`config.mk`:
```
export PLATFORM = sky130hd
export DESIGN_NAME = store_rmw_ctrl_flat
export DESIGN_NICKNAME = d
export VERILOG_FILES = /design/src/rtl/store_rmw_ctrl_pkg.sv /design/src/rtl/store_rmw_ctrl_if.sv /design/src/rtl/store_rmw_ctrl.sv /design/src/flat_wrapper.sv
export SDC_FILE = /design/constraint.sdc
export NUM_CORES = 1
export LEC_CHECK = 0
export BUFFER_PORTS_ARGS = -buffer_cell sky130_fd_sc_hd__buf_2
export CAP_MARGIN = 20
export CORE_AREA = 2 2 201 203
export DETAILED_ROUTE_END_ITERATION = 8
export DIE_AREA = 0 0 203 205
export HOLD_SLACK_MARGIN = 0.1
export REMOVE_ABC_BUFFERS = 1
export SETUP_SLACK_MARGIN = 0.4
export SLEW_MARGIN = 5
export SYNTH_ARGS = -nofsm -noshare
export SYNTH_HDL_FRONTEND = slang
export SYNTH_SLANG_ARGS = --single-unit
```
`constraint.sdc`:
```
create_clock -name clk -period 6.9 [get_ports clk]
set_input_delay 0.69 -clock clk [delete_from_list [all_inputs] [get_ports clk]]
set_output_delay 0.69 -clock clk [all_outputs]
set_load 0.1 [all_outputs]
```
`src/rtl/store_rmw_ctrl_pkg.sv`:
```
// Shared types and constants for the store read-modify-write sequencer.
package store_rmw_pkg;

    typedef enum logic [1:0] {
        StIdle,
        StRd,
        StWr,
        StDone
    } state_e;

    localparam logic [2:0] F3_SB = 3'b000;
    localparam logic [2:0] F3_SH = 3'b001;
    localparam logic [2:0] F3_SW = 3'b010;
    localparam logic [2:0] F3_SD = 3'b011;

    localparam logic [1:0] SEL_SW = 2'd0;
    localparam logic [1:0] SEL_SH = 2'd1;
    localparam logic [1:0] SEL_SB = 2'd2;

    // sd and illegal widths never use the merge result, so they fall back to SEL_SW.
    function automatic logic [1:0] f3_to_sel(input logic [2:0] f3);
        logic [1:0] sel;
        case (f3)
            F3_SB:   sel = SEL_SB;
            F3_SH:   sel = SEL_SH;
            default: sel = SEL_SW;
        endcase
        return sel;
    endfunction

endpackage

```
`src/rtl/store_rmw_ctrl_if.sv`:
```
// Request, data-memory and merge-stage signals of the store RMW sequencer.
interface store_rmw_ctrl_if;
    logic        start;
    logic [2:0]  funct3;
    logic [63:0] addr;
    logic [63:0] store_data;
    logic [63:0] mem_addr;
    logic        mem_wr;
    logic [63:0] mem_rdata;
    logic [63:0] mem_wdata;
    logic [63:0] rmw_mem;
    logic [63:0] rmw_alt;
    logic [1:0]  rmw_sel;
    logic [63:0] merged;
    logic        busy;
    logic        done;
    logic        err;

    modport slave (
        input  start, funct3, addr, store_data, mem_rdata, merged,
        output mem_addr, mem_wr, mem_wdata, rmw_mem, rmw_alt, rmw_sel, busy, done, err
    );

    modport master (
        output start, funct3, addr, store_data, mem_rdata, merged,
        input  mem_addr, mem_wr, mem_wdata, rmw_mem, rmw_alt, rmw_sel, busy, done, err
    );
endinterface

```
`src/rtl/store_rmw_ctrl.sv`:
```
// Multicycle read-modify-write sequencer for sb/sh/sw/sd; sd skips the read.
module store_rmw_ctrl
    import store_rmw_pkg::*;
#(
    parameter int unsigned READ_LAT = 1
) (
    input  logic             clk,
    input  logic             reset,
    store_rmw_ctrl_if.slave  bus
);

    localparam int unsigned CntW = $clog2(READ_LAT + 1);

    state_e          state_q, state_d;
    logic [CntW-1:0] cnt_q, cnt_d;
    logic [63:0]     addr_q, addr_d;
    logic [63:0]     alt_q, alt_d;
    logic [63:0]     mem_q, mem_d;
    logic [2:0]      f3_q, f3_d;
    logic [1:0]      sel_q, sel_d;
    logic            err_q, err_d;

    always_ff @(posedge clk or posedge reset) begin
        if (reset) begin
            state_q <= StIdle;
            cnt_q   <= '0;
            addr_q  <= '0;
            alt_q   <= '0;
            mem_q   <= '0;
            f3_q    <= '0;
            sel_q   <= '0;
            err_q   <= 1'b0;
        end else begin
            state_q <= state_d;
            cnt_q   <= cnt_d;
            addr_q  <= addr_d;
            alt_q   <= alt_d;
            mem_q   <= mem_d;
            f3_q    <= f3_d;
            sel_q   <= sel_d;
            err_q   <= err_d;
        end
    end

    always_comb begin
        state_d = state_q;
        cnt_d   = cnt_q;
        addr_d  = addr_q;
        alt_d   = alt_q;
        mem_d   = mem_q;
        f3_d    = f3_q;
        sel_d   = sel_q;
        err_d   = err_q;
        unique case (state_q)
            StIdle: begin
                if (bus.start) begin
                    addr_d = bus.addr;
                    alt_d  = bus.store_data;
                    f3_d   = bus.funct3;
                    sel_d  = f3_to_sel(bus.funct3);
                    // Any width off a doubleword boundary is rejected before touching memory.
                    if (bus.funct3[2] || (bus.addr[2:0] != 3'b000)) begin
                        err_d   = 1'b1;
                        state_d = StDone;
                    end else if (bus.funct3 == F3_SD) begin
                        err_d   = 1'b0;
                        state_d = StWr;
                    end else begin
                        err_d   = 1'b0;
                        cnt_d   = CntW'(READ_LAT - 1);
                        state_d = StRd;
                    end
                end
            end
            StRd: begin
                if (cnt_q == '0) begin
                    mem_d   = bus.mem_rdata;
                    state_d = StWr;
                end else begin
                    cnt_d = cnt_q - CntW'(1);
                end
            end
            StWr:    state_d = StDone;
            StDone:  state_d = StIdle;
            default: state_d = StIdle;
        endcase
    end

    assign bus.busy      = (state_q != StIdle);
    assign bus.mem_wr    = (state_q == StWr);
    assign bus.done      = (state_q == StDone);
    assign bus.err       = (state_q == StDone) && err_q;
    assign bus.mem_addr  = addr_q;
    assign bus.mem_wdata = (state_q != StWr) ? '0 : ((f3_q == F3_SD) ? alt_q : bus.merged);
    assign bus.rmw_mem   = mem_q;
    assign bus.rmw_alt   = alt_q;
    assign bus.rmw_sel   = sel_q;

endmodule

```
`src/flat_wrapper.sv`:
```
// flat-port wrapper written by rule: the top's interface ports become plain ports
module store_rmw_ctrl_flat import store_rmw_pkg::*;
#(
    parameter int unsigned READ_LAT = 1
)
  (clk, reset, bus_start, bus_funct3, bus_addr, bus_store_data, bus_mem_rdata, bus_merged, bus_mem_addr, bus_mem_wr, bus_mem_wdata, bus_rmw_mem, bus_rmw_alt, bus_rmw_sel, bus_busy, bus_done, bus_err);
  store_rmw_ctrl_if bus_i ();
  input  logic clk;
  input  logic reset;
  input wire logic [$bits(bus_i.start)-1:0] bus_start;
  input wire logic [$bits(bus_i.funct3)-1:0] bus_funct3;
  input wire logic [$bits(bus_i.addr)-1:0] bus_addr;
  input wire logic [$bits(bus_i.store_data)-1:0] bus_store_data;
  input wire logic [$bits(bus_i.mem_rdata)-1:0] bus_mem_rdata;
  input wire logic [$bits(bus_i.merged)-1:0] bus_merged;
  output wire logic [$bits(bus_i.mem_addr)-1:0] bus_mem_addr;
  output wire logic [$bits(bus_i.mem_wr)-1:0] bus_mem_wr;
  output wire logic [$bits(bus_i.mem_wdata)-1:0] bus_mem_wdata;
  output wire logic [$bits(bus_i.rmw_mem)-1:0] bus_rmw_mem;
  output wire logic [$bits(bus_i.rmw_alt)-1:0] bus_rmw_alt;
  output wire logic [$bits(bus_i.rmw_sel)-1:0] bus_rmw_sel;
  output wire logic [$bits(bus_i.busy)-1:0] bus_busy;
  output wire logic [$bits(bus_i.done)-1:0] bus_done;
  output wire logic [$bits(bus_i.err)-1:0] bus_err;
  assign bus_i.start = bus_start;
  assign bus_i.funct3 = bus_funct3;
  assign bus_i.addr = bus_addr;
  assign bus_i.store_data = bus_store_data;
  assign bus_i.mem_rdata = bus_mem_rdata;
  assign bus_i.merged = bus_merged;
  assign bus_mem_addr = bus_i.mem_addr;
  assign bus_mem_wr = bus_i.mem_wr;
  assign bus_mem_wdata = bus_i.mem_wdata;
  assign bus_rmw_mem = bus_i.rmw_mem;
  assign bus_rmw_alt = bus_i.rmw_alt;
  assign bus_rmw_sel = bus_i.rmw_sel;
  assign bus_busy = bus_i.busy;
  assign bus_done = bus_i.done;
  assign bus_err = bus_i.err;
  store_rmw_ctrl #(.READ_LAT(READ_LAT)) u_core (.clk(clk), .reset(reset), .bus(bus_i));
endmodule
```
After elaboration in Yosys (flattened, before gate mapping):

Cells that the tools add are included.

* output and inout port bits: 262
* word-level logic and storage cells: 46
* bits in registers: 201
* bits of input ports: 262

* bitwise operators: 1
* muxes and demuxes: 14
* equal/unequal tests: 11
* reductions and logical operators: 11
* $add $sub $neg: 1

Operators by type and width (number)
* two-way mux 64 bit: 2
* inequality test 2 bit (second input constant): 5
* two-way mux 2 bit: 4
* case mux 2 bit (4 select lines): 1
* == test 3 x 2 -> 1 bit (second input constant): 2
* AND reduction 2 bit: 3
* two-way mux 1 bit: 5
* == test 2 bit (second input constant): 2
* case mux 2 bit (2 select lines): 1
* AND reduction 4 bit: 1
* nonzero test 2 bit: 2
* == test 3 x 1 -> 1 bit (second input constant): 1
* logical NOT 3 bit: 1
* nonzero test 3 bit: 1
* == test 2 x 1 -> 1 bit (second input constant): 1
* logical NOT 2 bit: 1
* case mux 1 bit (2 select lines): 1
* logical AND 1 bit: 1
* logical OR 1 bit: 1
* NOT 1 bit: 1
* subtractor 1 bit (second input constant): 1

Logic depth before layout (Yosys ltp):

Gate-level depths: netlist (run 1).

* depth in word-level cells: 5
* mapped depth: 7
* depth with buffers taken out: 5

Least setup slack after synthesis (run 1):

No wires, ideal clock.

* path kind: reg2out
* start: register u_core.state_q[0]
* end: output port bus_mem_wdata[13]
* required time: 6210 ps
* path buffers: 2
* cell stages (with the launch flop): 7
* arrival time: 3302 ps
* setup slack: 2908 ps
* cells stage by stage: dfrtp_1 > inv_1 > ha_1 > inv_1 > clkbuf_1 > clkbuf_1 > a21oi_1

* longest elaborated chain between the ends: 2

RTL lines
* from (decl): RTL line store_rmw_ctrl.sv:14 `state_e state_q, state_d;`
* from (signal assigned): RTL line store_rmw_ctrl.sv:25 `state_q <= StIdle;`
* from (signal assigned): RTL line store_rmw_ctrl.sv:34 `state_q <= state_d;`
* inequality test 2 bit: RTL line store_rmw_ctrl.sv:94 `assign bus.mem_wdata = (state_q != StWr) ? '0 : ((f3_q == F3_SD) ? alt_q : bus.merged);`
* two-way mux 64 bit: RTL line store_rmw_ctrl.sv:94
* to (decl): RTL line flat_wrapper.sv:18 `output wire logic [$bits(bus_i.mem_wdata)-1:0] bus_mem_wdata;`

No other way between the ends.

Worst setup path in the final report (run 1):

* start: register u_core.f3_q[2]
* end: output port bus_mem_wdata[20]

* longest elaborated chain between the ends: 3

RTL lines
* from (decl): RTL line store_rmw_ctrl.sv:19 `logic [2:0] f3_q, f3_d;`
* from (signal assigned): RTL line store_rmw_ctrl.sv:30 `f3_q <= '0;`
* from (signal assigned): RTL line store_rmw_ctrl.sv:39 `f3_q <= f3_d;`
* == test 3 x 2 -> 1 bit: RTL line store_rmw_ctrl.sv:94
* two-way mux 64 bit (2 in series): RTL line store_rmw_ctrl.sv:94

No other way between the ends.

==> results of run 1 <==
registers in the layout, summed over array words and instances (netlist names):
signal / cells
u_core.bus.mem_addr: 64
u_core.bus.rmw_alt: 64
u_core.bus.rmw_mem: 64
u_core.bus.rmw_sel: 2
u_core.err_q: 1
u_core.f3_q: 3
u_core.state_q: 2
worst max-delay path, cell delays in order (launching register included):
cell,delay [ns]
sky130_fd_sc_hd__dfrtp_1,0.39
sky130_fd_sc_hd__and3b_2,0.22
sky130_fd_sc_hd__buf_4,0.51
sky130_fd_sc_hd__nand2_1,0.12
sky130_fd_sc_hd__a21oi_1,0.29
sky130_fd_sc_hd__buf_2,0.49
cell type report:
type / count / area, um2
well taps: 525 / 657
repair buffers: 530 / 2680
clock buffers: 17 / 425
clock inverters: 15 / 179
flip-flops and latches: 200 / 5000
multi-input cells: 409 / 3610
fillers: 4014 / 26800
inverters: 6 / 30.0
metrics by stage:
| step | hold WS, ns | setup WS [ns] | area [um2] | util (%) | cells |
|---|---|---|---|---|---|
| 2_1_floorplan | 0.442 | 0.756 | 8620 | - | 615 |
| 3_3_place_gp | 0.484 | 3.99 | 12000 | 30.4 | 1669 |
| 3_5_place_dp | 0.489 | 3.93 | 12000 | 30.4 | 1669 |
| 4_1_cts | 0.269 | 3.48 | 12600 | 31.9 | 1701 |
| 5_1_grt | 0.294 | 3.55 | 12600 | 32.0 | 1702 |
| 6_report | 0.288 | 3.69 | 12600 | 32.0 | 1702 |
synth_stat cells:
library cell | count | area, um2
sky130_fd_sc_hd__dfrtp_1 | 200 | 5000
sky130_fd_sc_hd__o221ai_1 | 1 | 8.76
sky130_fd_sc_hd__buf_6 | 3 | 33.8
sky130_fd_sc_hd__ha_1 | 4 | 50.1
sky130_fd_sc_hd__mux2_2 | 80 | 901
sky130_fd_sc_hd__nand2b_1 | 1 | 6.26
sky130_fd_sc_hd__a31oi_1 | 1 | 6.26
sky130_fd_sc_hd__nand4b_1 | 1 | 8.76
sky130_fd_sc_hd__nand2_1 | 129 | 484
sky130_fd_sc_hd__buf_4 | 1 | 7.51
sky130_fd_sc_hd__o211ai_1 | 1 | 7.51
sky130_fd_sc_hd__a21o_1 | 1 | 7.51
sky130_fd_sc_hd__or2_2 | 1 | 6.26
sky130_fd_sc_hd__nor3_1 | 1 | 5.00
sky130_fd_sc_hd__nand2_2 | 1 | 6.26
sky130_fd_sc_hd__nor4_1 | 1 | 6.26
sky130_fd_sc_hd__inv_1 | 6 | 22.5
sky130_fd_sc_hd__a22o_1 | 2 | 17.5
sky130_fd_sc_hd__buf_2 | 22 | 110
sky130_fd_sc_hd__nor2_1 | 2 | 7.51
sky130_fd_sc_hd__buf_8 | 10 | 150
sky130_fd_sc_hd__mux2_4 | 114 | 1710
sky130_fd_sc_hd__a21oi_1 | 64 | 320
sky130_fd_sc_hd__and2_1 | 1 | 6.26
sky130_fd_sc_hd__o21ai_0 | 1 | 5.00
sky130_fd_sc_hd__nand3b_1 | 1 | 7.51
sky130_fd_sc_hd__and3b_1 | 1 | 8.76
sky130_fd_sc_hd__clkbuf_1 | 7 | 26.3
per-layer routing:
layer  GRT usage (%)  up-vias  share of wire [%]
met4            4.38        2                1.6
met2            20.2      327                 49
li1                -     3256                  -
met5               0        -              0.059
met1            15.5     3392                 42
met3            3.28       26                7.4
cell families after synthesis:
logic type / count (synthesis) / share of synthesized area, %
muxes: 194 / 29.2
DFF: 200 / 56.0
adders and majority gates: 4 / 0.560
AOI/OAI and AO/OA: 71 / 4.17
buffers and inverters: 49 / 3.92
and+or+nand+nor: 140 / 6.18
how the worst max path moves through the flow:
stage	from	slack (ns)	end	cells after the start
floorplan	reset	0.76	u_core.bus.mem_addr[0]	1
global placement	bus_start	3.99	u_core.bus.rmw_alt[46]	4
detailed placement	bus_start	3.93	u_core.bus.rmw_alt[51]	4
CTS	u_core.state_q[0]	3.48	bus_mem_wdata[20]	5
global route	u_core.f3_q[2]	3.55	bus_mem_wdata[20]	5
finish	u_core.f3_q[2]	3.69	bus_mem_wdata[20]	5
==> results.yml, run 1 <==
run_status:
  outcome: "finished clean"
sta:
  fin_worst_skew_ns: 0.0146
  fin_crit_ns: 3.21
  timing_worst_slew_pin_value_ns: 0.942
  worst_slew_margin_rel_pct: 37.2
  timing.fmax_ghz: 0.312
  setup_violations: 0
  report.final.slew_viol_count: 0
  grt_setup_unrepaired: "false"
  finalCritPeriodShare_pct: 46.5
  finalSetupTns_ns: 0
  final-hold-violation-count: 0
route:
  route.detailed.drc: 0
  detail_route.wl_per_cell_um: 15.9
  detail-route-antenna-nets: 0
  post_drt_via_cell_ratio: 4.11
  detailroute.via_count: 7003
  drt-pass1-iter-count: 5
  detailedRoute.firstIterationViolations: 589
  wl_um: 27100
clock_network:
  numCtsBuffers: 17
  cts_resized: 0
  clk_root_buffer_cell: "sky130_fd_sc_hd__clkbuf_16"
  ctsLongestPathBuffers: 2
  clk_pin_slew_worst_paths_ns: 0.09
  hold_buffers: 0
  cts_tree: "done"
  worst_skew_pair.late_latency_ns: 0.44
  numClockSinks: 200
  cts.htree.levels: 4
  cts_setup_buffers: 0
yosys:
  synth.yosys.seq_area_share_pct: 56.0
  syn_area_um2: 8940
  synth_seq_cells: 200
  yosysUniqueCellTypes: 28
  syn_area_cell_um2: 13.6
  yosysWarningCount: 0
  syn-instance-count: 658
min_path:
  min_delay_path_class: "in2async"
final_layout:
  antenna_cells: 0
  finish.net_count: 1430
  area_growth_pct: 40.7
  final_common_cell: "sky130_fd_sc_hd__buf_2"
  post_route_cells_drive_above_1_share_pct: 64.7
  most_used_cells_in_the_layout_excluding_fill_and_tap_cells: "sky130_fd_sc_hd__buf_2, sky130_fd_sc_hd__dfrtp_1, sky130_fd_sc_hd__nand2_1, sky130_fd_sc_hd__mux2_4, sky130_fd_sc_hd__mux2_2"
global_route:
  global_route_wire_length_before_repair_um: 39100
  grt_antenna_before_repair: 2
  grt_max_degree: 87
  globalRouteOverflowTotal: 0
  grt_util_all_layers_pct: 12.3
  grt_pass1_vias: 6830
setup_path:
  path_class: "reg2out"
  timing.rr.end: "u_core.bus.rmw_alt[46]"
  r2r.worst_path.cells: 5
  start_kind: "register"
  endpoint_kind: "output pin"
  r2r-start: "u_core.state_q[0]"
  maximum_fanout_encountered_on_the_critical_timing_path: 64
  worstPathArrival_ns: 2.52
  worstPathRequired_ns: 6.21
  worst-r2r-setup-slack_ns: 3.97
floorplanning:
  start_util_pct: 22.7
  core_area_um2: 39400
  placementRows: 73
  io-pin-count: 524
  die_y_um: 205
  floorplan.die_area_um2: 41600
  die_w_um: 203
placed_design:
  gp_congestion: 0.781
  detailed_place_hpwl_um: 20700
  port_buffers: 523
job:
  cap_violations: 0
Power of run 1 is left out: the tool's default activity adds up to more than one toggle a clock period on the data nets, which glitch-free logic cannot reach.
==> run 2, diff against run 1 <==
==> constraint.sdc (replaced) <==
create_clock -name clk -period 3 [get_ports clk]
set_input_delay 0.3 -clock clk [delete_from_list [all_inputs] [get_ports clk]]
set_output_delay 0.3 -clock clk [all_outputs]
set_load 0.1 [all_outputs]
==> run 2 against run 1 <==
Effect of this change:
- critical path depth unchanged
- design area rose by 17%
- via count rose by 12%
- routed wire length rose by 13%
- setup slack got worse by 3.2 ns
- clock skew decreased by 0.0015 ns
- critical path type unchanged
- largest cell class unchanged
==> results.yml, run 2 (synthesis gave the netlist of run 1 again) <==
sta:
  worst_slew_margin_rel_pct: 58.9
  fin_crit_ns: 2.54
  grt_setup_unrepaired: "false"
  report.final.slew_viol_count: 0
  fin_worst_skew_ns: 0.0131
  timing_worst_slew_pin_value_ns: 0.616
  finalSetupTns_ns: 0
  setup_slack_ns: 0.462
  timing.fmax_ghz: 0.394
  setup_violations: 0
  finalCritPeriodShare_pct: 84.6
  whs_ns: 0.144
  final-hold-violation-count: 0
floorplanning:
  floorplan.die_area_um2: 41600
  die_y_um: 205
  io-pin-count: 524
  start_util_pct: 22.7
  placementRows: 73
  die_w_um: 203
  core_area_um2: 39400
global_route:
  grt_pass1_vias: 8168
  global_route_wire_length_before_repair_um: 44900
  grt_util_all_layers_pct: 13.8
  globalRouteOverflowTotal: 0
  grt_max_degree: 85
  grt_antenna_before_repair: 0
placed_design:
  place_ws_ns: 0.740
  detailed_place_hpwl_um: 20600
  gp_congestion: 0.819
  port_buffers: 523
  detailed_place.area_um2: 12100
setup_path:
  start_kind: "register"
  worstSetupPathDepth: 5
  r2r-start: "u_core.state_q[0]"
  endpoint_kind: "output pin"
  maximum_fanout_encountered_on_the_critical_timing_path: 64
  setup.worst_path.start: "u_core.f3_q[2]"
  path_class: "reg2out"
  critical_path.max_stage_delay_ns: 0.46
  worstPathArrival_ns: 2.24
  critical_path_s_top_delay_family: "buffers and inverters"
  r2r.worst_path.cells: 5
  cp_slowest_cell: "sky130_fd_sc_hd__buf_2"
  critPathBufInv: 2
  list_of_cells_traversed_by_the_critical_path: "and3b_2 -> clkbuf_8 -> nand2_1 -> a21oi_1 -> buf_2"
  worstPathRequired_ns: 2.70
clock_network:
  numCtsBuffers: 17
  cts.htree.levels: 4
  numClockSinks: 200
  ctsLongestPathBuffers: 2
  clk_pin_slew_worst_paths_ns: 0.08
  clk_root_buffer_cell: "sky130_fd_sc_hd__clkbuf_16"
  worst_skew_pair.late_latency_ns: 0.44
  cts_tree: "done"
  cts_setup_buffers: 0
final_layout:
  filler_cells_inserted: 3688
  post_route_cells_drive_above_1_share_pct: 55.7
  antenna_cells: 0
  final_design_area_excluding_fillers_um2: 14800
  most_used_cells_in_the_layout_excluding_fill_and_tap_cells: "sky130_fd_sc_hd__buf_2, sky130_fd_sc_hd__dfrtp_1, sky130_fd_sc_hd__dlygate4sd3_1, sky130_fd_sc_hd__nand2_1, sky130_fd_sc_hd__mux2_4"
  final_common_cell: "sky130_fd_sc_hd__buf_2"
  multi_input_comb_area_um2: 3610
  area_of_all_sequential_standard_cells_um2: 5000
  finish.net_count: 1627
  area_growth_pct: 65.2
route:
  post_drt_via_cell_ratio: 4.15
  drt-pass1-iter-count: 6
  detailedRoute.firstIterationViolations: 595
  detailroute.via_count: 7875
  detail-route-antenna-nets: 0
  detail_route.wl_per_cell_um: 16.1
  route.detailed.drc: 0
  wl_um: 30500
min_path:
  min_from: "bus_store_data[30]"
  min_delay_path_depth: 2
  min_delay_path_class: "in2reg"
run_status:
  outcome: "finished clean"
job:
  cap_violations: 0
-- run 2: worst paths after layout --
path	slack, ns	to
setup / recovery	0.46	bus_mem_wdata[31]
hold / removal	0.14	u_core.bus.rmw_alt[30]
setup reg to reg	0.84	u_core.bus.rmw_alt[52]
hold reg to reg	0.51	u_core.bus.rmw_mem[7]
max in group asynchronous	1.73	u_core.bus.rmw_alt[48]
min in group asynchronous	0.49	u_core.bus.rmw_mem[50]
-- run 2: area by class of cell --
type	instances	share of cell area, %
repair buffers	727	32.8
clock buffers	17	2.88
well taps	525	4.45
inverters	6	0.203
multi-input cells	409	24.4
flip-flops and latches	200	33.9
clock inverters	15	1.35
-- run 2: worst register-to-register path, delay by kind of cell (launching register included) --
kind / cells / cell delay, ns
simple gates: 1 / 0.29
mux: 1 / 0.53
buf+inv: 2 / 0.49
flops: 1 / 0.41
fa+ha+maj: 1 / 0.32
-- run 2: metal layers --
| metal | GRT usage, % | up-vias | share of wire (%) |
|---|---|---|---|
| li1 | - | 3650 | - |
| met1 | 17.0 | 3863 | 41 |
| met2 | 23.4 | 319 | 51 |
| met3 | 3.23 | 43 | 6.0 |
| met4 | 5.63 | 0 | 2.4 |
| met5 | 0 | - | 0 |
-- run 2: per-stage QoR --
stage / utilization [%] / cells
floorplan: - / 615
finish: 37.5 / 1899
CTS: 37.2 / 1899
detailed placement: 30.6 / 1673
global placement: 30.6 / 1673
global route: 37.5 / 1899
-- run 2: timing repair --
action                     4_1_cts  5_1_grt
hold buffers                   194        0
setup endpoints to repair       64       64
gates resized for setup          4       56
hold endpoints to repair       274        0
pin swaps                        0        0
Power of run 2 is left out for the same reason.
